**src/rtl/clock_period_meter_pkg.sv**
```systemverilog
`default_nettype none
// ============================================================================
// Module   : clock_period_meter_pkg
// Purpose  : Shared constants for the slow-clock period meter: FSM state
//            encoding and the nominal reference/tick frequencies.
// Ports    : none (package)
// Revision : 1.0  initial release
// ============================================================================
package clock_period_meter_pkg;

    // FSM state encoding
    localparam logic [0:0] WAIT_FIRST = 1'b0;  // waiting for an arming edge
    localparam logic [0:0] MEASURE    = 1'b1;  // counting between rising edges

    // Nominal clocking of the system tick being monitored
    localparam int unsigned CLK_REF_HZ = 12000000;
    localparam int unsigned TICK_HZ    = 1000;
    localparam int unsigned EXPECT     = CLK_REF_HZ / TICK_HZ;

endpackage : clock_period_meter_pkg
`default_nettype wire

```
**src/rtl/clock_period_meter_sync_edge_rise.sv**
```systemverilog
`default_nettype none
// ============================================================================
// Module   : sync_edge_rise
// Purpose  : Two-flop synchroniser for an asynchronous input followed by a
//            delay flop, producing a single-cycle rising-edge strobe.
// Ports    : clock_in - sampling clock
//            nReset   - asynchronous active-low reset
//            d        - asynchronous input
//            rise     - high for one clock_in cycle per synchronised 0->1
// Revision : 1.0  initial release
// ============================================================================
module sync_edge_rise (
    input  logic clock_in,
    input  logic nReset,
    input  logic d,
    output logic rise
);

    // sync_q[0] = s0, sync_q[1] = s1 (first metastability-safe stage),
    // sync_q[2] = s2 (one-cycle delayed copy of s1 for edge detection)
    logic [2:0] sync_q;
    logic [2:0] sync_d;

    always_comb begin
        sync_d = {sync_q[1:0], d};
    end

    always_ff @(posedge clock_in or negedge nReset) begin
        if (!nReset) begin
            sync_q <= 3'b000;
        end else begin
            sync_q <= sync_d;
        end
    end

    assign rise = sync_q[1] & ~sync_q[2];

endmodule : sync_edge_rise
`default_nettype wire

```
**src/rtl/clock_period_meter.sv**
```systemverilog
`default_nettype none
// ============================================================================
// Module   : clock_period_meter
// Purpose  : Measures the period of a slow asynchronous clock in cycles of
//            clock_in, flags whether it is inside EXPECT +/- TOL, and flags a
//            stall when no rising edge arrives within TIMEOUT cycles.
// Ports    : clock_in     - reference clock
//            nReset       - asynchronous active-low reset
//            slow_in      - clock under measurement (asynchronous)
//            period       - last completed period, clock_in cycles
//            period_valid - one-cycle pulse when period updates
//            in_range     - last period within the tolerance window
//            stalled      - no rising edge for TIMEOUT cycles
// Revision : 1.0  initial release
// ============================================================================
module clock_period_meter
    import clock_period_meter_pkg::*;
#(
    parameter int unsigned CNT_W   = 16,
    parameter int unsigned EXPECT  = clock_period_meter_pkg::EXPECT,
    parameter int unsigned TOL     = 60,
    parameter int unsigned TIMEOUT = 65535
) (
    input  logic             clock_in,
    input  logic             nReset,
    input  logic             slow_in,
    output logic [CNT_W-1:0] period,
    output logic             period_valid,
    output logic             in_range,
    output logic             stalled
);

    // Window bounds; the lower bound clamps at zero instead of wrapping
    localparam logic [CNT_W-1:0] c_win_lo  = CNT_W'((EXPECT > TOL) ? (EXPECT - TOL) : 0);
    localparam logic [CNT_W-1:0] c_win_hi  = CNT_W'(EXPECT + TOL);
    localparam logic [CNT_W-1:0] c_timeout = CNT_W'(TIMEOUT);

    logic             w_rise;
    logic             w_in_window;

    logic [0:0]       state_q,    state_d;
    logic [CNT_W-1:0] count_q,    count_d;
    logic [CNT_W-1:0] period_q,   period_d;
    logic             valid_q,    valid_d;
    logic             in_range_q, in_range_d;
    logic             stalled_q,  stalled_d;

    sync_edge_rise u_sync_edge_rise (
        .clock_in (clock_in),
        .nReset   (nReset),
        .d        (slow_in),
        .rise     (w_rise)
    );

    // count_q is the number of cycles since the previous rise, i.e. the
    // period being captured when w_rise is high in this cycle
    assign w_in_window = (count_q >= c_win_lo) && (count_q <= c_win_hi);

    always_comb begin
        state_d    = state_q;
        count_d    = count_q;
        period_d   = period_q;
        valid_d    = 1'b0;
        in_range_d = in_range_q;
        stalled_d  = stalled_q;

        if (state_q == WAIT_FIRST) begin
            count_d = '0;
            if (w_rise) begin
                // First edge only arms the measurement
                count_d   = CNT_W'(1);
                state_d   = MEASURE;
                stalled_d = 1'b0;
            end
        end else begin
            if (w_rise) begin
                // An edge coinciding with the timeout still yields a period
                period_d   = count_q;
                valid_d    = 1'b1;
                in_range_d = w_in_window;
                count_d    = CNT_W'(1);
            end else if (count_q >= c_timeout) begin
                // Partial count is discarded; next edge re-arms
                stalled_d  = 1'b1;
                in_range_d = 1'b0;
                count_d    = '0;
                state_d    = WAIT_FIRST;
            end else begin
                count_d = count_q + CNT_W'(1);
            end
        end
    end

    always_ff @(posedge clock_in or negedge nReset) begin
        if (!nReset) begin
            state_q    <= WAIT_FIRST;
            count_q    <= '0;
            period_q   <= '0;
            valid_q    <= 1'b0;
            in_range_q <= 1'b0;
            stalled_q  <= 1'b0;
        end else begin
            state_q    <= state_d;
            count_q    <= count_d;
            period_q   <= period_d;
            valid_q    <= valid_d;
            in_range_q <= in_range_d;
            stalled_q  <= stalled_d;
        end
    end

    assign period       = period_q;
    assign period_valid = valid_q;
    assign in_range     = in_range_q;
    assign stalled      = stalled_q;

endmodule : clock_period_meter
`default_nettype wire

```
**config.mk**
```make
export PLATFORM = sky130hd
export DESIGN_NAME = clock_period_meter
export DESIGN_NICKNAME = d
export VERILOG_FILES = /design/src/rtl/clock_period_meter_pkg.sv /design/src/rtl/clock_period_meter_sync_edge_rise.sv /design/src/rtl/clock_period_meter.sv
export SDC_FILE = /design/constraint.sdc
export NUM_CORES = 1
export LEC_CHECK = 0
export ABC_CLOCK_PERIOD_IN_PS = 5530
export CORE_ASPECT_RATIO = 1.2
export CORE_MARGIN = 4
export CORE_UTILIZATION = 41
export DETAILED_ROUTE_END_ITERATION = 6
export PLACE_DENSITY_LB_ADDON = 0.08
export SYNTH_ARGS = -nofsm -noshare
export SYNTH_HDL_FRONTEND = slang
export SYNTH_SLANG_ARGS = --single-unit
```
**constraint.sdc**
```tcl
create_clock -name clock_in -period 5.53 [get_ports clock_in]
set_input_delay 0.553 -clock clock_in [delete_from_list [all_inputs] [get_ports clock_in]]
set_output_delay 0.553 -clock clock_in [all_outputs]
set_load 0.05 [all_outputs]
```
# Yosys cells after proc, flatten, opt, wreduce, memory -nomap -nowiden
# Cells that the tools add are included.
word_totals:
  memories: 0
  out_inout_bits: 19
  in_bits: 3
  latchBits: 0
  reg_bits: 39
  ramBits: 0
  romBits: 0
op_classes:
  n_eq_ne: 1
  n_bitwise: 2
  div_mod_pow: 0
  mux: 15
  mul: 0
  shift: 0
  n_lt_le_gt_ge: 3
  add_sub_neg: 1
  n_reduce_logical: 6
op_table:
  columns: ["operator", "n"]
  rows:
  - ["2-to-1 mux 16 bit", 3]
  - ["adder 16 x 1 -> 16 bit (second input constant)", 1]
  - [">= comparator 16 x 14 -> 1 bit (second input constant)", 1]
  - [">= comparator 16 bit (second input constant)", 1]
  - ["<= comparator 16 x 14 -> 1 bit (second input constant)", 1]
  - ["2-to-1 mux 1 bit", 12]
  - ["AND reduction 2 bit", 2]
  - ["nonzero test 2 bit", 2]
  - ["AND reduction 3 bit", 1]
  - ["!= test 2 bit (second input constant)", 1]
  - ["bitwise AND 1 bit", 1]
  - ["logical AND 1 bit", 1]
  - ["NOT 1 bit", 1]

# Longest topological paths before layout
depth:
  word_depth: 4
  depth_mapped: 6
  mapped_depth_nobuf: 5

# Cells and area by module
# From an unflattened synthesis, not the netlist that was laid out.
hier_totals:
  cells_unflattened: 146
  hier_area_um2: 1754.2
modules_own_cells:
  columns: ["mod", "area_per_inst_um2", "seq_area_each_um2", "n_inst", "cells_each"]
  rows:
  - ["clock_period_meter", 1665.3, 900.9, 1, 142]
  - ["sync_edge_rise", 88.8, 75.1, 1, 4]

# Worst setup path before layout
# No wires, ideal clock.
synth_path:
  path_type: "reg2reg"
  start: "register u_sync_edge_rise.sync_q[2]"
  end: "register period_q[10] (netlist: period[10])"
  setup_time_ns: 0.125
  synth_period_minus_slack_ns: 1.737
  arrival_time_ns: 1.612
  stages_incl_launch_ff: 7
  path_slack_ns: 3.793
  cell_sequence: "dfrtp_1 > nand2b_1 > inv_1 > ha_1 > clkbuf_1 > buf_2 > mux2_2"
synth_via:
  elab_chain_cells: 3
synth_lines:
  columns: ["element", "line_no", "source"]
  rows:
  - ["start: declaration", "clock_period_meter_sync_edge_rise.sv:21", "logic [2:0] sync_q;"]
  - ["start signal: assignment", "clock_period_meter_sync_edge_rise.sv:32", "sync_q <= sync_d;"]
  - ["NOT 1 bit", "clock_period_meter_sync_edge_rise.sv:36", "assign rise = sync_q[1] & ~sync_q[2];"]
  - ["bitwise AND 1 bit", "clock_period_meter_sync_edge_rise.sv:36", null]
  - ["AND reduction 2 bit (no source line)", null, null]
  - ["end signal: assignment", "clock_period_meter.sv:105", "period_q <= period_d;"]
  - ["end: declaration", "clock_period_meter.sv:43", "logic [CNT_W-1:0] period_q, period_d;"]
# No other way between the ends.
# A chain may end at the register's enable or synchronous reset.

# Worst setup path after layout
layout_path:
  start: "register period_q[12] (netlist: period[12])"
  end: "output period[12]"
layout_lines:
  columns: ["element", "line_no", "source"]
  rows:
  - ["end: declaration", "clock_period_meter.sv:27", "output logic [CNT_W-1:0] period,"]
# No word-level cell between the ends.

==> flow_summary.toml <==
[setup_path]
path_delay_family = "buffers and inverters"
rr_endpoint = "count_q[7]"
crit_arrival_ps = 1450
crit_start = "period[12]"
cp.required_ps = 4980
end_kind = "output pin"
cp.buffers_inverters = 1
worst-path-max-fanout = 2
critical_path.startpoint_type = "flop"
r2r_slack_ps = 3610
path_cells = "clkdlybuf4s50_1"
cp_slowest_stage_delay_ps = 800
r2r_cells = 5
r2r-start = "count_q[0]"
critPathKind = "flop to output pin"
slowest_stage = "clkdlybuf4s50_1"

[floorplanning]
die_h_um = 79.12
dieArea_um2 = 5321
ios = 22
die_w_um = 67.26
core_area_um2 = 4004
start_util = 0.4316
fp-row-count = 25

[clocking]
cts_tree = "built"
clk_pin_slew_worst_paths_ps = 70
cts_sinks = 39
cts_made_buffers = 5
ctsHtreeMaxLevel = 2
cts_root_buf = "clkbuf_8"
cts_buffer_depth = 2
insertion_delay_ps = 290
cts_resized = 0
cts.hold.buffers_added = 0
postCtsSetupBuffers = 0

[placement]
portBuffers = 21
gp_congestion = 0.8213
dp_hpwl_mm = 2.087
post-place-ws_ps = 3614

[yosys]
synth_compound_area_frac = 0.03041
netlist_instances = 143
yosys.area_share.simple = 0.1665
muxShareOfSynthArea = 0.1173
synth_top_family_by_area = "simple AND/OR/NAND/NOR gates"
ys_ff_latch = 39
synthesis.nets = 149
syn_area_um2 = 1728
synthXorXnorAreaFrac = 0.06589
ys_types = 31
seq_area_frac_synth = 0.5648
avgSynthCellArea_um2 = 12.08
synth_fa_ha_area_frac = 0.02172
ys.warnings.count = 0

[sta]
worst_clock_skew_ps = 5.048
hold_viol = 0
setup_tns_ps = 0
layout_setup_ws_ps = 3526
fmax_mhz = 499.1
drv_slew = 0
maxSlewHeadroom = 0.4491
min_period_ps = 2004
whs_ps = 355.9
timing.final.crit_share = 0.3623
setup_viol = 0
tightestPinTransition_ps = 826.4
rsz0062_at_grt = "no"

[drt]
drc = 0
drtAntennaViolNets = 0
drt-total-wl_mm = 2.967
first_pass_iters = 3
wirelength_met1_mm = 1.284
wl_met3_um = 149
drt-initial-drc-count = 23
top_layer = "met4"
wl_per_cell_um = 13.55
vias_per_cell = 5.087
met2_length_mm = 1.439
vias = 1114

[finish]
drive_above_1_share = 0.1758
mostFrequentLayoutCells = "dfrtp_1 (39), clkdlybuf4s50_1 (20), mux2_2 (16)"
filler_cell_count = 387
nNetsFinal = 170
layout_commonest_cell = "dfrtp_1"
seq_area_um2 = 975.9
multi_input_area_um2 = 694.4
n_antenna_cell = 0
synthToLayoutAreaGrowth_pct = 20.35

[run_status]
status = "complete, no violations"

[worst_hold_path]
hold_class = "input port to async pin"

[global_routing]
grt_max_degree = 40
grt_pass1_wl_mm = 5.306
grt_pass1_vias = 1163
grt.total_usage = 0.1331
antenna_found_initial = 0
overflow = 0

[pwr]
power_density_nw_per_um2 = 344.3
power_leakage_nw = 0.9242
vdd_drop_max_uv = 279.3

[run]
drv_cap = 0
==> state kept, by name, summed over array words and instances, names as in the netlist <==
name	count
count_q	16
period	16
in_range	1
u_sync_edge_rise.sync_q	3
stalled	1
state_q	1
period_valid	1
==> layout make-up <==
| type | instances | area share |
|---|---|---|
| clock buffers | 6 | 0.03971 |
| clock inverters | 2 | 0.01685 |
| inverters | 5 | 0.009025 |
| multi-input cells | 92 | 0.3339 |
| flip-flops and latches | 39 | 0.4693 |
| well taps | 54 | 0.03249 |
| repair buffers | 21 | 0.09868 |
==> logic make-up after synthesis <==
| kind of cell | after synthesis |
|---|---|
| simple gates | 50 |
| flops | 39 |
| mux | 18 |
| xor+xnor | 13 |
| buf+inv | 12 |
| compound gates | 8 |
| fa+ha+maj | 3 |
==> routing by layer <==
metal,up-vias,GRT usage
li1,537,-
met1,543,0.1550
met2,24,0.2104
met3,10,0.04950
met4,0,0.06897
met5,-,0
==> stage by stage <==
step / total power, mW / area [um^2] / cells / utilization
floorplan: 0.4339 / 1728 / 143 / -
global placement: 0.4779 / 1962 / 211 / 0.4900
detailed placement: 0.4799 / 1962 / 211 / 0.4900
CTS: 0.7249 / 2079 / 219 / 0.5194
global route: 0.7479 / 2079 / 219 / 0.5194
finish: 0.7160 / 2079 / 219 / 0.5194
==> cell usage after synthesis <==
cell type / number / area [um^2]
buf_6: 1 / 11.26
nand2_1: 6 / 22.52
a21oi_1: 2 / 10.01
nand3_1: 7 / 35.03
nand3b_1: 1 / 7.510
xor2_1: 4 / 35.03
clkbuf_1: 2 / 7.510
nor4_1: 3 / 18.77
nand4_4: 1 / 21.27
nor4_4: 1 / 21.27
mux2_2: 16 / 180.2
nand2b_1: 2 / 12.51
nor4b_1: 2 / 17.52
inv_1: 5 / 18.77
xnor2_1: 9 / 78.83
mux2_1: 2 / 22.52
a21bo_2: 1 / 10.01
nor2b_1: 1 / 6.260
o21ai_1: 2 / 10.01
a2111oi_0: 1 / 8.760
clkbuf_2: 1 / 5.000
ha_1: 3 / 37.54
nand3b_2: 1 / 11.26
nor3_1: 6 / 30.03
and4_1: 1 / 8.760
nor2_1: 15 / 56.30
nand4_1: 3 / 18.77
o311ai_0: 1 / 8.760
o21ai_0: 1 / 5.000
dfrtp_1: 39 / 975.9
buf_2: 3 / 15.01
==> where the power goes <==
part | switching (mW) | internal (mW) | leakage, nW
Sequential | 0.0297 | 0.311 | 0.514
Combinational | 0.0840 | 0.0486 | 0.349
Clock | 0.0972 | 0.146 | 0.0612
Total | 0.211 | 0.505 | 0.924
==> worst max path at each step <==
stage	end	slack, ps	cells after the start
finish	period[12]	3530	1
global route	count_q[12]	3420	5
CTS	period[12]	3510	1
detailed placement	count_q[7]	3610	5
global placement	period[0]	3590	4
floorplan	period[10]	3790	6
No activity file was read; power rests on OpenSTA's default activity.
